--- src/rtl/led_pkg.sv ---
// Shared brightness width default and level helpers for the LED PWM dimmer.
package led_pkg;
    localparam int LEVEL_W_DEF = 3;

    typedef logic [LEVEL_W_DEF-1:0] level_t;

    function automatic int max_level(input int w);
        return (1 << w) - 1;
    endfunction
endpackage

--- src/rtl/led_pwm_channel.sv ---
// One LED channel: edge-detected up/down requests, saturating target,
// period-aligned displayed level and the registered PWM comparator.
module led_pwm_channel
    import led_pkg::*;
#(
    parameter int LEVEL_W = LEVEL_W_DEF
) (
    input  logic               clk,
    input  logic               reset,
    input  logic               bright_up,
    input  logic               bright_down,
    input  logic               fade_en,
    input  logic               period_end,
    input  logic [LEVEL_W-1:0] pwm_cnt,
    output logic [LEVEL_W-1:0] level,
    output logic               led
);
    localparam logic [LEVEL_W-1:0] MAX_L = LEVEL_W'(max_level(LEVEL_W));
    localparam logic [LEVEL_W-1:0] ONE   = LEVEL_W'(1);

    logic               up_q, dn_q, led_q;
    logic               up_evt, dn_evt;
    logic [LEVEL_W-1:0] target_q, target_d;
    logic [LEVEL_W-1:0] level_q, level_d;

    always_comb begin
        up_evt   = bright_up & ~up_q;
        dn_evt   = bright_down & ~dn_q;
        target_d = target_q;
        if (up_evt && !dn_evt && target_q != MAX_L)
            target_d = target_q + ONE;
        else if (dn_evt && !up_evt && target_q != '0)
            target_d = target_q - ONE;

        // Level only moves at the period boundary so no PWM period is ever cut short.
        level_d = level_q;
        if (period_end) begin
            if (!fade_en)
                level_d = target_q;
            else if (level_q < target_q)
                level_d = level_q + ONE;
            else if (level_q > target_q)
                level_d = level_q - ONE;
        end
    end

    always_ff @(posedge clk or posedge reset) begin
        if (reset) begin
            up_q     <= 1'b0;
            dn_q     <= 1'b0;
            target_q <= '0;
            level_q  <= '0;
            led_q    <= 1'b0;
        end else begin
            up_q     <= bright_up;
            dn_q     <= bright_down;
            target_q <= target_d;
            level_q  <= level_d;
            led_q    <= (pwm_cnt < level_q);
        end
    end

    assign level = level_q;
    assign led   = led_q;
endmodule

--- src/rtl/led_pwm_dimmer.sv ---
// Multi-channel LED dimmer: shared prescaler and PWM counter feeding
// N_CH independent brightness channels.
module led_pwm_dimmer
    import led_pkg::*;
#(
    parameter int N_CH     = 4,
    parameter int LEVEL_W  = LEVEL_W_DEF,
    parameter int PRESCALE = 16
) (
    input  logic                      clk,
    input  logic                      reset,
    input  logic [N_CH-1:0]           bright_up,
    input  logic [N_CH-1:0]           bright_down,
    input  logic                      fade_en,
    output logic [N_CH-1:0]           led,
    output logic [N_CH*LEVEL_W-1:0]   level,
    output logic                      period_end
);
    localparam int                 PRESC_W    = (PRESCALE > 1) ? $clog2(PRESCALE) : 1;
    localparam logic [PRESC_W-1:0] PRESC_LAST = PRESC_W'(PRESCALE - 1);
    localparam logic [LEVEL_W-1:0] CNT_LAST   = LEVEL_W'(max_level(LEVEL_W) - 1);

    logic [PRESC_W-1:0] presc_q, presc_d;
    logic [LEVEL_W-1:0] pwm_cnt_q, pwm_cnt_d;
    logic               tick, cnt_last, pe;

    always_comb begin
        tick      = (presc_q == PRESC_LAST);
        cnt_last  = (pwm_cnt_q == CNT_LAST);
        pe        = tick & cnt_last;
        presc_d   = tick ? '0 : presc_q + PRESC_W'(1);
        pwm_cnt_d = pwm_cnt_q;
        if (tick)
            pwm_cnt_d = cnt_last ? '0 : pwm_cnt_q + LEVEL_W'(1);
    end

    always_ff @(posedge clk or posedge reset) begin
        if (reset) begin
            presc_q   <= '0;
            pwm_cnt_q <= '0;
        end else begin
            presc_q   <= presc_d;
            pwm_cnt_q <= pwm_cnt_d;
        end
    end

    // Gated so the pulse is held low for the whole reset, whatever PRESCALE is.
    assign period_end = pe & ~reset;

    for (genvar i = 0; i < N_CH; i++) begin : g_ch
        led_pwm_channel #(
            .LEVEL_W (LEVEL_W)
        ) u_ch (
            .clk         (clk),
            .reset       (reset),
            .bright_up   (bright_up[i]),
            .bright_down (bright_down[i]),
            .fade_en     (fade_en),
            .period_end  (pe),
            .pwm_cnt     (pwm_cnt_q),
            .level       (level[i*LEVEL_W +: LEVEL_W]),
            .led         (led[i])
        );
    end
endmodule

--- config.mk ---
export PLATFORM = sky130hd
export DESIGN_NAME = led_pwm_dimmer
export DESIGN_NICKNAME = d
export VERILOG_FILES = /design/src/rtl/led_pkg.sv /design/src/rtl/led_pwm_channel.sv /design/src/rtl/led_pwm_dimmer.sv
export SDC_FILE = /design/constraint.sdc
export NUM_CORES = 1
export LEC_CHECK = 0
export CORE_MARGIN = 5
export CORE_UTILIZATION = 40
export CTS_CLUSTER_SIZE = 10
export DETAILED_ROUTE_END_ITERATION = 10
export HOLD_SLACK_MARGIN = 0.03
export PLACE_DENSITY_LB_ADDON = 0.08
export SLEW_MARGIN = 20
export SYNTH_ARGS = -nofsm -noshare
export SYNTH_HDL_FRONTEND = slang
export SYNTH_SLANG_ARGS = --single-unit
--- constraint.sdc ---
create_clock -name clk -period 2.9 [get_ports clk]
set_clock_uncertainty 0.05 [all_clocks]
set_input_delay 0.58 -clock clk [delete_from_list [all_inputs] [get_ports clk]]
set_output_delay 0.58 -clock clk [all_outputs]
set_load 0.005 [all_outputs]
# Yosys cells after proc, flatten, opt, wreduce, memory -nomap -nowiden

Index checks and enable logic that the tools add are counted.

Bits in read-only memories: 0
Bits in writable memories: 0
Bits in latches: 0
Input port bits: 11
Output and inout bits: 17
Register bits after elaboration: 43
Memories kept: 0

Reduce and logical (&&, ||, !) cells: 36
Bitwise logic cells: 19
Mux-type cells: 22
$mul: 0
Order comparisons: 12
Divide/modulo/power cells: 0
Add/sub/neg operators: 18
Shift operators: 0
Eq/ne operators: 10

Operators with widths:

| cell                                                               | number |
|---|---|
| 3-bit 2-to-1 mux                                                   | 21 |
| 3-bit by 1-bit adder with 3-bit output, second input constant      | 9 |
| 3-bit < comparator                                                 | 8 |
| 3-bit by 1-bit subtractor with 3-bit output, second input constant | 8 |
| 1-bit logical AND                                                  | 16 |
| 3-bit greater-than comparator                                      | 4 |
| 3-bit by 1-bit != test with 1-bit output, second input constant    | 4 |
| 3-bit != test, second input constant                               | 4 |
| 3-bit nonzero test                                                 | 4 |
| 1-bit AND                                                          | 10 |
| 1-bit inverter                                                     | 9 |
| 1-bit zero test                                                    | 8 |
| 2-bit AND reduction                                                | 4 |
| 2-bit nonzero test                                                 | 4 |
| 4-bit by 1-bit adder with 4-bit output, second input constant      | 1 |
| 4-bit equality test, second input constant                         | 1 |
| 4-bit 2-to-1 mux                                                   | 1 |
| 3-bit equality test, second input constant                         | 1 |

# Logic depth before layout (Yosys ltp)

Gate-level depths: netlist (run 1).

Depth in word-level cells: 7
Mapped depth: 12
Gate-level depth less buffers: 11

# Modules after synthesis

From an unflattened synthesis (run 1), not the netlist that was laid out.

Cells, all modules: 342
Area total of the unflattened synthesis: 3230.6 sq um

Modules (own cells, without submodules):

| module                             | seq. area each (sq um) | cells each | area an instance (sq um) | times used |
|---|---|---|---|---|
| led_pwm_channel (g_ch[0].u_ch ...) | 225.2                  | 78         | 730.7                    | 2 |
| led_pwm_channel (g_ch[2].u_ch ...) | 225.2                  | 79         | 720.7                    | 2 |
| led_pwm_dimmer                     | 175.2                  | 28         | 327.8                    | 1 |

# Worst setup path after synthesis (run 1)

Ideal clock, no wire load.

Path type: register to register
Start point: register g_ch[3].u_ch.target_q[1]
End point: register g_ch[3].u_ch.level_q[2]
Data arrival time: 2773 ps
Path buffers: 1
Cell stages (with the launch flop): 11
Clock period less this slack: 2910 ps
Required time: 2763 ps
Setup slack: -10 ps
Path through: dfrtp_1 -> clkbuf_1 -> inv_1 -> ha_1 -> nor2b_1 -> o21a_1 -> or2_2 -> fa_1 -> or3_1 -> a41o_1 -> a211oi_2

Cells in the longest elaborated chain, start to end: 3
Elaborated cells on any way between the ends: 6
Classes of those cells: order compare (2); eq/ne (1); mux (2); reduce/logical (1)

Ends and longest elaborated chain:

| item                                                                                          | RTL line                                     | text |
|---|---|---|
| from (decl)                                                                                   | led_pwm_channel.sv:23                        | `logic [LEVEL_W-1:0] target_q, target_d;` |
| from (signal assigned)                                                                        | led_pwm_channel.sv:57                        | `target_q <= target_d;` |
| 3-bit greater-than comparator / 3-bit < comparator (equally long branches)                    | led_pwm_channel.sv:42, led_pwm_channel.sv:40 |  |
| 3-bit by 1-bit != test with 1-bit output (no line) / 3-bit 2-to-1 mux (equally long branches) | n/a                                          |  |
| 2-bit AND reduction (no line) / 3-bit 2-to-1 mux (equally long branches)                      | n/a                                          |  |
| to (signal assigned)                                                                          | led_pwm_channel.sv:58                        | `level_q <= level_d;` |
| to (decl)                                                                                     | led_pwm_channel.sv:24                        | `logic [LEVEL_W-1:0] level_q, level_d;` |

Several ways; a longest one is shown, not always the timed one.
A chain may end at the register's enable or synchronous reset.

# Worst setup path after layout (run 1)

Start point: register presc_q[0]
End point: output port period_end

Cells in the longest elaborated chain, start to end: 3

Ends and longest elaborated chain:

| item                   | RTL line             | text |
|---|---|---|
| from (decl)            | led_pwm_dimmer.sv:23 | `logic [PRESC_W-1:0] presc_q, presc_d;` |
| from (signal assigned) | led_pwm_dimmer.sv:42 | `presc_q <= presc_d;` |
| 4-bit equality test    | led_pwm_dimmer.sv:28 | `tick = (presc_q == PRESC_LAST);` |
| 1-bit AND              | led_pwm_dimmer.sv:30 | `pe = tick & cnt_last;` |
| 1-bit AND              | led_pwm_dimmer.sv:48 | `assign period_end = pe & ~reset;` |
| to (decl)              | led_pwm_dimmer.sv:17 | `output logic period_end` |

Every way passes these cells.

==> results.md, run 1 <==
- Status: complete, no violations
- Placed wire-length estimate: 4920 um
- Critical Path RT: 2.27 ns
- DR WL/cell: 13.5 um
- Most common cell after layout, fill and taps aside: dfrtp_1
- Synth Flop Type: dfrtp_1
- Syn_area_per_cell: 8.71 um^2
- DR vias/cell: 5.30
- First DRT Iteration DRCs: 59
- Min Tclk post-route: 2.80 ns
- WS Path Type: flip-flop to primary output
- Number of global-route vias before repair: 2,378
- Mapped Cells: 353
- Worst-skew pair later-pin latency: 0.29 ns
- First drt pass iteration count: 4
- Slew headroom: 55.6%
- CP max stage delay: 0.50 ns
- Number of placed I/O pins: 28
- Num CTS Buffers: 5
- Ordered list of cells on the worst path: ha_1 > nand3_2 > or3_4 > nor2_1 > clkdlybuf4s50_1
- Routed WL: 6520 um
- CTS Hold Bufs: 0
- Antenna diodes: 0
- Final Hold Viols: 0
- Pwr Total: 2.27 mW
- RSZ-0062 raised after global routing: no
- Max cap viols: 0
- Worst Setup Start Kind: flip-flop
- Clock buffer depth: 2
- Starting Density: 40.4%
- Core box area: 0.00761 mm^2
- Largest net degree at the start of global routing: 21
- Final Cycle Share: 96.4%
- RD Place Congestion: 0.879
- Gr usage total: 14.2%
- Slew @ Worst Pin: 0.662 ns
- Pwr dens: 633 mW/mm^2
- Buffers added on ports: 27
- Most frequent cells in the layout: dfrtp_1 (43), a21oi_1 (29), clkdlybuf4s50_1 (27)
- Layout cells sized above 1: 8.64%
- First-pass GRT wire length: 11,500 um
- Post-layout util: 47.1%
- Sequential area share after synthesis: 35.0%
- Area Growth Syn to Fin: 16.6%
- Antenna violations before repair: 0
- Die ar.: 0.00954 mm^2
- # resized after CTS: 0
- Register bit total from synthesis: 43
- Post-Syn Nets: 393
- Clk root buf: clkbuf_8
- Die Wd: 97.7 um
- Clock H-tree levels: 2
- DRC: 0
- Dpl cells: 478
- Crit path capture type: primary output
- Non-Filler Instances: 484
- Crit-path max FO: 5
- Final Max Tran Viols: 0
- Worst IR Drop VDD: 0.320 mV
- Grt total ovfl: 0
- Asr flop ratio synth: 100%
- Post-synth EDFFs: 0
- YS warnings: 0
- FP Rows: 32
- TritonCTS clock tree: built
- Synthesized area: 0.00307 mm^2
- TritonCTS Sinks: 43
- Die height: 97.7 um
- Post-CTS Setup Repair Bufs: 0
- Via count: 2,566
- Worst-path clk slew: 0.08 ns
- Setup TNS: 0 ns
- WP data arrival: 2.17 ns
- Crit-path slowest cell: clkdlybuf4s50_1
- ANT nets after route: 0
- Netlist cell types: 55
- Nets: 423
- Leak: 1.54 nW
- Final setup viols: 0
- Fmax: 358 MHz
- Hold crit path type: flip-flop to flip-flop
[cell families (layout without fill, tap and decap cells)]
| logic type | after synthesis | count (layout) | share of synthesized area [%] |
|---|---|---|---|
| fa+ha+maj | 29 | 29 | 13.0 |
| compound gates | 103 | 103 | 22.1 |
| buf+inv | 43 | 72 | 5.82 |
| simple gates | 125 | 125 | 20.9 |
| xor+xnor | 4 | 4 | 1.14 |
| mux | 6 | 6 | 1.95 |
| flops | 43 | 43 | 35.0 |
[sequential cells by signal, summed over array words and instances (netlist names)]
| signal | cells |
|---|---|
| g_ch.u_ch.dn_q | 4 |
| g_ch.u_ch.led | 4 |
| g_ch.u_ch.level | 12 |
| g_ch.u_ch.target_q | 12 |
| g_ch.u_ch.up_q | 4 |
| presc_q | 4 |
| pwm_cnt_q | 3 |
[Yosys cell counts (all sizes together), types with 6 or more instances]
| cell | count | area share [%] |
|---|---|---|
| dfrtp | 43 | 35 |
| ha | 24 | 9.8 |
| a31oi | 6 | 1.2 |
| nor3 | 12 | 2.0 |
| nor2b | 7 | 1.4 |
| a21oi | 33 | 6.6 |
| nor2 | 25 | 3.1 |
| nand2 | 26 | 3.2 |
| clkbuf | 15 | 1.9 |
| nand3 | 19 | 3.3 |
| inv | 23 | 2.8 |
| mux2i | 6 | 2.0 |
| nand2b | 12 | 2.4 |
| o21ai | 27 | 4.5 |
[layer usage]
layer	vias to the layer above	GRT usage (%)	routed length (um)
li1	1325	-	-
met1	1196	20.8	3370
met2	40	21.7	2870
met3	5	2.73	220
met4	0	3.19	62
met5	-	0	0
[layout make-up]
type	count	area, um^2
clock buffer	6	72.6
fill	750	4020
inverter	23	86.3
multi-input combinational	267	1820
sequential	43	1080
tap	102	128
timing repair buffer	43	403
[stage by stage]
stage / hold slack [ns] / area (um^2) / setup slack (ns)
final: 0.451 / 3580 / 0.104
after global routing: 0.493 / 3580 / 0.0127
after CTS: 0.453 / 3580 / 0.0891
after detailed placement: 0.435 / 3510 / 0.115
after global placement: 0.427 / 3510 / 0.152
after floorplan: 0.401 / 3070 / 0.0881
[worst paths after layout]
kind / endpoint / slack [ns] / from / depth (start not counted)
max in group asynchronous: g_ch[2].u_ch.led / 1.69 / reset / 3
worst min register to register: presc_q[0] / 0.45 / presc_q[0] / 1
worst min-delay path: presc_q[0] / 0.45 / presc_q[0] / 1
worst max register to register: g_ch[3].u_ch.level[2] / 0.19 / g_ch[3].u_ch.target_q[1] / 9
min in group asynchronous: g_ch[0].u_ch.level[2] / 0.58 / reset / 2
worst max-delay path: period_end / 0.10 / presc_q[0] / 5
[power by group]
part	total (mW)	switching (mW)	internal, mW
registers	0.824	0.136	0.688
clock network	0.365	0.204	0.161
logic	1.08	0.586	0.492
[critical path, delay by kind of cell (launching register included)]
family	cells	cell delay, ns
and+or+nand+nor	3	0.71
buffers and inverters	1	0.50
DFF	1	0.41
adders and majority gates	1	0.25
No activity file was read; power rests on OpenSTA's default activity.
==> inputs of run 2 (changes only) <==
- CAP_MARGIN: default -> 20
- CTS_CLUSTER_DIAMETER: default -> 50
==> results of run 2 <==
The final DEF is identical to that of run 1; final timing and power are the same.
==> inputs of run 3 (changes only) <==
- CTS_CLUSTER_SIZE: 10 -> 14
==> results of run 3 <==
The final DEF is identical to that of run 1; final timing and power are the same.
